`src/rtl/wrr_pifo_queue_if.sv`:
```
// Enqueue/dequeue handshake bundle for one per-port WRR PIFO queue.
// The slave side is the queue, the master side is its user.
interface wrr_pifo_queue_if #(
    parameter int DEPTH     = 16,
    parameter int PAYLOAD_W = 16
);
    localparam int CW = $clog2(DEPTH) + 1;

    logic                 enq_valid;
    logic [31:0]          enq_data;
    logic [PAYLOAD_W-1:0] enq_payload;
    logic                 enq_ready;
    logic                 deq_req;
    logic                 deq_valid;
    logic [31:0]          deq_data;
    logic [PAYLOAD_W-1:0] deq_payload;
    logic [CW-1:0]        count;
    logic                 empty;
    logic                 full;
    logic [31:0]          last_pkt_info;
    logic [15:0]          drop_cnt;

    modport master (
        output enq_valid, enq_data, enq_payload, deq_req,
        input  enq_ready, deq_valid, deq_data, deq_payload,
        input  count, empty, full, last_pkt_info, drop_cnt
    );

    modport slave (
        input  enq_valid, enq_data, enq_payload, deq_req,
        output enq_ready, deq_valid, deq_data, deq_payload,
        output count, empty, full, last_pkt_info, drop_cnt
    );
endinterface

```
`src/rtl/wrr_pifo_queue.sv`:
```
// Per-port PIFO: a sorted shift-register array keyed by the wrap-aware
// {overflow, round} field of the rank word; the smallest key is dequeued first.
module wrr_pifo_queue #(
    parameter int DEPTH     = 16,
    parameter int PAYLOAD_W = 16
) (
    input  logic                  clk_dp,
    input  logic                  rst_n,
    wrr_pifo_queue_if.slave       q_if
);
    localparam int CW = $clog2(DEPTH) + 1;

    logic [31:0]          data_q    [DEPTH];
    logic [31:0]          data_d    [DEPTH];
    logic [PAYLOAD_W-1:0] payload_q [DEPTH];
    logic [PAYLOAD_W-1:0] payload_d [DEPTH];
    logic [CW-1:0]        count_q, count_d;
    logic                 empty_q, empty_d;
    logic                 full_q, full_d;
    logic                 deq_valid_q, deq_valid_d;
    logic [31:0]          deq_data_q, deq_data_d;
    logic [PAYLOAD_W-1:0] deq_payload_q, deq_payload_d;
    logic [31:0]          last_info_q, last_info_d;
    logic [15:0]          drop_cnt_q, drop_cnt_d;

    logic [12:0]          key_diff [DEPTH];
    logic [DEPTH-1:0]     precede;
    logic [CW-1:0]        ins_pos;
    logic [CW-1:0]        wr_idx;
    logic                 do_enq;
    logic                 do_deq;

    assign do_enq = q_if.enq_valid && q_if.enq_data[31] && !full_q;
    assign do_deq = q_if.deq_req && !empty_q;

    // New entry precedes slot i when the 13-bit key difference is negative;
    // the lowest such occupied slot wins, otherwise it goes behind everything.
    always_comb begin
        ins_pos = count_q;
        for (int i = 0; i < DEPTH; i++) begin
            key_diff[i] = q_if.enq_data[24:12] - data_q[i][24:12];
            precede[i]  = key_diff[i][12] && (CW'(i) < count_q);
        end
        for (int i = DEPTH - 1; i >= 0; i--) begin
            if (precede[i]) begin
                ins_pos = CW'(i);
            end
        end
        wr_idx = ins_pos;
        if (do_deq && (ins_pos != '0)) begin
            wr_idx = ins_pos - CW'(1);
        end
    end

    always_comb begin
        data_d    = data_q;
        payload_d = payload_q;

        for (int i = 0; i < DEPTH - 1; i++) begin
            if (do_deq && (!do_enq || (CW'(i) < wr_idx))) begin
                data_d[i]    = data_q[i + 1];
                payload_d[i] = payload_q[i + 1];
            end
        end
        if (do_deq && !do_enq) begin
            data_d[DEPTH - 1]    = '0;
            payload_d[DEPTH - 1] = '0;
        end

        for (int i = 1; i < DEPTH; i++) begin
            if (do_enq && !do_deq && (CW'(i) > ins_pos)) begin
                data_d[i]    = data_q[i - 1];
                payload_d[i] = payload_q[i - 1];
            end
        end

        for (int i = 0; i < DEPTH; i++) begin
            if (do_enq && (CW'(i) == wr_idx)) begin
                data_d[i]    = q_if.enq_data;
                payload_d[i] = q_if.enq_payload;
            end
        end
    end

    // Occupancy, dequeue port and statistics; full is judged before any dequeue.
    always_comb begin
        count_d       = count_q;
        drop_cnt_d    = drop_cnt_q;
        deq_valid_d   = do_deq;
        deq_data_d    = deq_data_q;
        deq_payload_d = deq_payload_q;
        last_info_d   = last_info_q;

        if (do_enq && !do_deq) begin
            count_d = count_q + CW'(1);
        end else if (do_deq && !do_enq) begin
            count_d = count_q - CW'(1);
        end

        if (q_if.enq_valid && q_if.enq_data[31] && full_q && (drop_cnt_q != 16'hFFFF)) begin
            drop_cnt_d = drop_cnt_q + 16'd1;
        end

        if (do_deq) begin
            deq_data_d    = data_q[0];
            deq_payload_d = payload_q[0];
            last_info_d   = {1'b1, data_q[0][30:12], 12'h000};
        end

        empty_d = (count_d == '0);
        full_d  = (count_d == CW'(DEPTH));
    end

    always_ff @(posedge clk_dp or negedge rst_n) begin
        if (!rst_n) begin
            for (int i = 0; i < DEPTH; i++) begin
                data_q[i]    <= '0;
                payload_q[i] <= '0;
            end
            count_q       <= '0;
            empty_q       <= 1'b1;
            full_q        <= 1'b0;
            deq_valid_q   <= 1'b0;
            deq_data_q    <= '0;
            deq_payload_q <= '0;
            last_info_q   <= '0;
            drop_cnt_q    <= '0;
        end else begin
            data_q        <= data_d;
            payload_q     <= payload_d;
            count_q       <= count_d;
            empty_q       <= empty_d;
            full_q        <= full_d;
            deq_valid_q   <= deq_valid_d;
            deq_data_q    <= deq_data_d;
            deq_payload_q <= deq_payload_d;
            last_info_q   <= last_info_d;
            drop_cnt_q    <= drop_cnt_d;
        end
    end

    assign q_if.enq_ready     = !full_q;
    assign q_if.deq_valid     = deq_valid_q;
    assign q_if.deq_data      = deq_data_q;
    assign q_if.deq_payload   = deq_payload_q;
    assign q_if.count         = count_q;
    assign q_if.empty         = empty_q;
    assign q_if.full          = full_q;
    assign q_if.last_pkt_info = last_info_q;
    assign q_if.drop_cnt      = drop_cnt_q;
endmodule

```
`src/flat_wrapper.sv`:
```
// flat-port wrapper written by rule: the top's interface ports become plain ports
module wrr_pifo_queue_flat 
#(
    parameter int DEPTH     = 16,
    parameter int PAYLOAD_W = 16
)
  (clk_dp, rst_n, q_if_enq_valid, q_if_enq_data, q_if_enq_payload, q_if_deq_req, q_if_enq_ready, q_if_deq_valid, q_if_deq_data, q_if_deq_payload, q_if_count, q_if_empty, q_if_full, q_if_last_pkt_info, q_if_drop_cnt);
  wrr_pifo_queue_if #(.DEPTH(DEPTH), .PAYLOAD_W(PAYLOAD_W)) q_if_i ();
  input  logic clk_dp;
  input  logic rst_n;
  input wire logic [$bits(q_if_i.enq_valid)-1:0] q_if_enq_valid;
  input wire logic [$bits(q_if_i.enq_data)-1:0] q_if_enq_data;
  input wire logic [$bits(q_if_i.enq_payload)-1:0] q_if_enq_payload;
  input wire logic [$bits(q_if_i.deq_req)-1:0] q_if_deq_req;
  output wire logic [$bits(q_if_i.enq_ready)-1:0] q_if_enq_ready;
  output wire logic [$bits(q_if_i.deq_valid)-1:0] q_if_deq_valid;
  output wire logic [$bits(q_if_i.deq_data)-1:0] q_if_deq_data;
  output wire logic [$bits(q_if_i.deq_payload)-1:0] q_if_deq_payload;
  output wire logic [$bits(q_if_i.count)-1:0] q_if_count;
  output wire logic [$bits(q_if_i.empty)-1:0] q_if_empty;
  output wire logic [$bits(q_if_i.full)-1:0] q_if_full;
  output wire logic [$bits(q_if_i.last_pkt_info)-1:0] q_if_last_pkt_info;
  output wire logic [$bits(q_if_i.drop_cnt)-1:0] q_if_drop_cnt;
  assign q_if_i.enq_valid = q_if_enq_valid;
  assign q_if_i.enq_data = q_if_enq_data;
  assign q_if_i.enq_payload = q_if_enq_payload;
  assign q_if_i.deq_req = q_if_deq_req;
  assign q_if_enq_ready = q_if_i.enq_ready;
  assign q_if_deq_valid = q_if_i.deq_valid;
  assign q_if_deq_data = q_if_i.deq_data;
  assign q_if_deq_payload = q_if_i.deq_payload;
  assign q_if_count = q_if_i.count;
  assign q_if_empty = q_if_i.empty;
  assign q_if_full = q_if_i.full;
  assign q_if_last_pkt_info = q_if_i.last_pkt_info;
  assign q_if_drop_cnt = q_if_i.drop_cnt;
  wrr_pifo_queue #(.DEPTH(DEPTH), .PAYLOAD_W(PAYLOAD_W)) u_core (.clk_dp(clk_dp), .rst_n(rst_n), .q_if(q_if_i));
endmodule
```
`config.mk`:
```
export PLATFORM = sky130hd
export DESIGN_NAME = wrr_pifo_queue_flat
export DESIGN_NICKNAME = d
export VERILOG_FILES = /design/src/rtl/wrr_pifo_queue_if.sv /design/src/rtl/wrr_pifo_queue.sv /design/src/flat_wrapper.sv
export SDC_FILE = /design/constraint.sdc
export NUM_CORES = 2
export LEC_CHECK = 0
export CAP_MARGIN = 20
export CORE_MARGIN = 3
export CORE_UTILIZATION = 45
export DETAILED_ROUTE_END_ITERATION = 8
export MAX_ROUTING_LAYER = met4
export PLACE_DENSITY_LB_ADDON = 0.2
export SYNTH_ARGS = -nofsm -noshare
export SYNTH_HDL_FRONTEND = slang
export SYNTH_SLANG_ARGS = --single-unit
```
`constraint.sdc`:
```
create_clock -name clk_dp -period 15.6 [get_ports clk_dp]
set_input_delay 3.9 -clock clk_dp [delete_from_list [all_inputs] [get_ports clk_dp]]
set_output_delay 3.9 -clock clk_dp [all_outputs]
set_load 0.005 [all_outputs]
```
==> reports/results.ini <==
[run_status]
status=complete, no violations

[timing]
finalWorstSetupSlack_ns=4.46
fmax_ghz=0.0898
period_needed_ns=11.14
tightest_slew_ns=1.15
drv_slew=0
post-route-period-util_pct=71.4
finalHoldViolCount=0
finClkSkew_ns=0.0365
grt_setup_unrepaired=no
finalSetupViolCount=0
fin_hold_ws_ns=0.469
slew-limit-headroom_pct=23.2
fin_setup_tns_ns=0

[setup_path]
critPathMaxStageDelay_ns=0.64
cp-start-kind=primary input
required_ns=16.17
criticalPathCategory=primary input to register
crit_family=buffers and inverters
arrival_ns=11.71
critPathBufInv=7
crit_chain=buf_2, ha_1, nand4_1, or4_1, and3_1, o21ai_1, o2111ai_1, a311oi_1, o2111a_1, nor2_1, inv_1, ha_1, inv_1, o21ai_0, a21oi_2, o211ai_2, xor2_4, buf_4, buf_4, nor4_2, buf_4, or3_2, buf_4, mux2_2
endpoint_kind=register
crit_fanout=49
slowest_stage=buf_4
critPathMostFrequentCell=buf_4

[finish]
finalInstanceArea_um2=57800
area_growth_pct=10.8
final_util_pct=50.4
nets=5079
drive_gt1_share_pct=23.2
num_antenna_cells=0
finalNonFillerCells=6440

[power]
irDropWorstVdd_mv=0.431
p_leak_nw=27.1
total_power_mw=12.8
power.density_nw_per_um2=221

[cts]
clk_pin_slew_ns=0.06
cts-root-buf=clkbuf_16
cts_tree=yes
clock-sinks=841
h-tree-depth=3
cts_setup_buffers=0
clock_path_buffers=3
cts_hold_buf=0
ctsResizeCount=0
insertion_delay_ns=0.71
numCtsBuffers=100

[die]
fp.coreArea_um2=115000
die_width_um=347
start_util_pct=45.5
die_h_um=347
rows=124
die-area_um2=120000
io_pins=157

[synth]
ys_warn_count=0
synthMostInstantiatedCell=dfrtp_1
synth_area_leaders=dfrtp_1 40%, mux2_2 17%, mux2i_1 10%
syn_inst=4969
synth_edf_count=0
syn_area_per_cell_um2=10.5
yosysTopAreaCellShare_pct=40.3
ys_seq_area_share_pct=40.3
ys_types=81
synth_area_leader_cell=dfrtp_1
synth_area_um2=52200
synth-seq-cells=841
ys_top_cells_by_count=840 x dfrtp_1, 786 x mux2_2, 522 x mux2i_1
async_reset_ff_share_pct=100
ys.flop_type=dfrtp_1

[global_route]
grt.total_usage_pct=26.2
grt_max_degree=154
grt_pass1_wl_um=246000
grt-ovfl-total=0
antenna_found_initial=0
grt_pass1_vias=41282

[placed_design]
place.gp.congestion=0.874
numPortBuffers=144
placed_cells=6252
hpwl_um=99700
placed_area_um2=54500
dp_worst_setup_slack_ns=3.83

[routing]
routed_wl_um=155000
wl_per_cell_um=24.1
dr_total_vias=39686
first_pass_iters=6
viasPerCell=6.16
ant_nets=0
drc=0
first_iter_violations=2699

[hold_path]
hp-class=register to register

[flow_run]
cap_violations=0

-- where the power goes --
group / switching [mW] / internal [mW] / total (mW)
sequential: 0.750 / 3.04 / 3.79
clock: 1.01 / 1.38 / 2.39
combinational: 3.75 / 2.82 / 6.57
-- routing by layer --
layer / global-route usage (%) / share of wire (%) / wire length [um]
met5: - / 0 / 0
met4: 8.73 / 3.4 / 5230
met3: 3.10 / 3.9 / 6100
met2: 44.1 / 50 / 77200
met1: 32.8 / 43 / 66700
-- worst min-delay path, cell delays in order, from the launching register on --
cell     delay [ns]
dfrtp_1        0.34
nand2_1        0.05
nand2_1        0.05
-- placed cells by master (no fill, tap or decap), types with 71 or more instances in the layout --
cell type | netlist | final
clkdlybuf4s50_1 | 0 | 131
buf_4 | 40 | 71
a22o_1 | 84 | 84
nor2_1 | 302 | 299
a211oi_1 | 89 | 89
dfrtp_1 | 840 | 840
mux2_2 | 786 | 786
a21oi_1 | 250 | 244
nand2_1 | 243 | 241
o21ai_0 | 88 | 88
mux2i_1 | 522 | 522
clkbuf_16 | 0 | 102
inv_1 | 246 | 245
nor4_1 | 77 | 76
ha_1 | 184 | 184
-- layout make-up --
type	count	area, um2
clock buffers	145	2870
clock inverters	42	457
fillers	10317	56800
inverters	246	925
multi-input cells	3435	28600
flip-flops and latches	841	21000
well taps	1512	1890
repair buffers	219	2000
-- logic make-up (layout without fill, tap and decap cells) --
| logic type | after synthesis | count (layout) | synth area share (%) |
|---|---|---|---|
| AOI/OAI and AO/OA | 920 | 920 | 12.6 |
| xor gates and xnor gates | 38 | 38 | 0.652 |
| adders and majority gates | 184 | 184 | 4.41 |
| buffers and inverters | 704 | 652 | 5.63 |
| DFF | 841 | 841 | 40.3 |
| muxes | 1336 | 1336 | 27.8 |
| other | 1 | 12 | 0.00718 |
| and+or+nand+nor | 945 | 945 | 8.63 |
-- path summary, 6_finish.rpt --
path	from	endpoint	slack, ns	cells after the start
max	q_if_enq_data[22]	u_core.payload_q[114]	4.46	24
min	u_core.q_if.deq_payload[13]	u_core.q_if.deq_payload[13]	0.47	2
max reg2reg	u_core.data_q[55]	u_core.payload_q[114]	7.84	24
min reg2reg	u_core.q_if.deq_payload[13]	u_core.q_if.deq_payload[13]	0.47	2
max in group asynchronous	rst_n	u_core.data_q[292]	9.46	4
min in group asynchronous	rst_n	u_core.data_q[20]	3.21	1
-- flip-flops by register name, summed over array words and instances (netlist names) --
signal,count
u_core.q_if.deq_payload,16
u_core.q_if.drop_cnt,16
u_core.data_q,512
u_core.q_if.last_pkt_info,1
u_core.q_if.deq_valid,1
u_core.q_if.count,5
u_core.q_if.deq_data,32
u_core.payload_q,256
u_core.q_if.empty,1
u_core.q_if.full,1
Power figures use the tool's default switching activity.
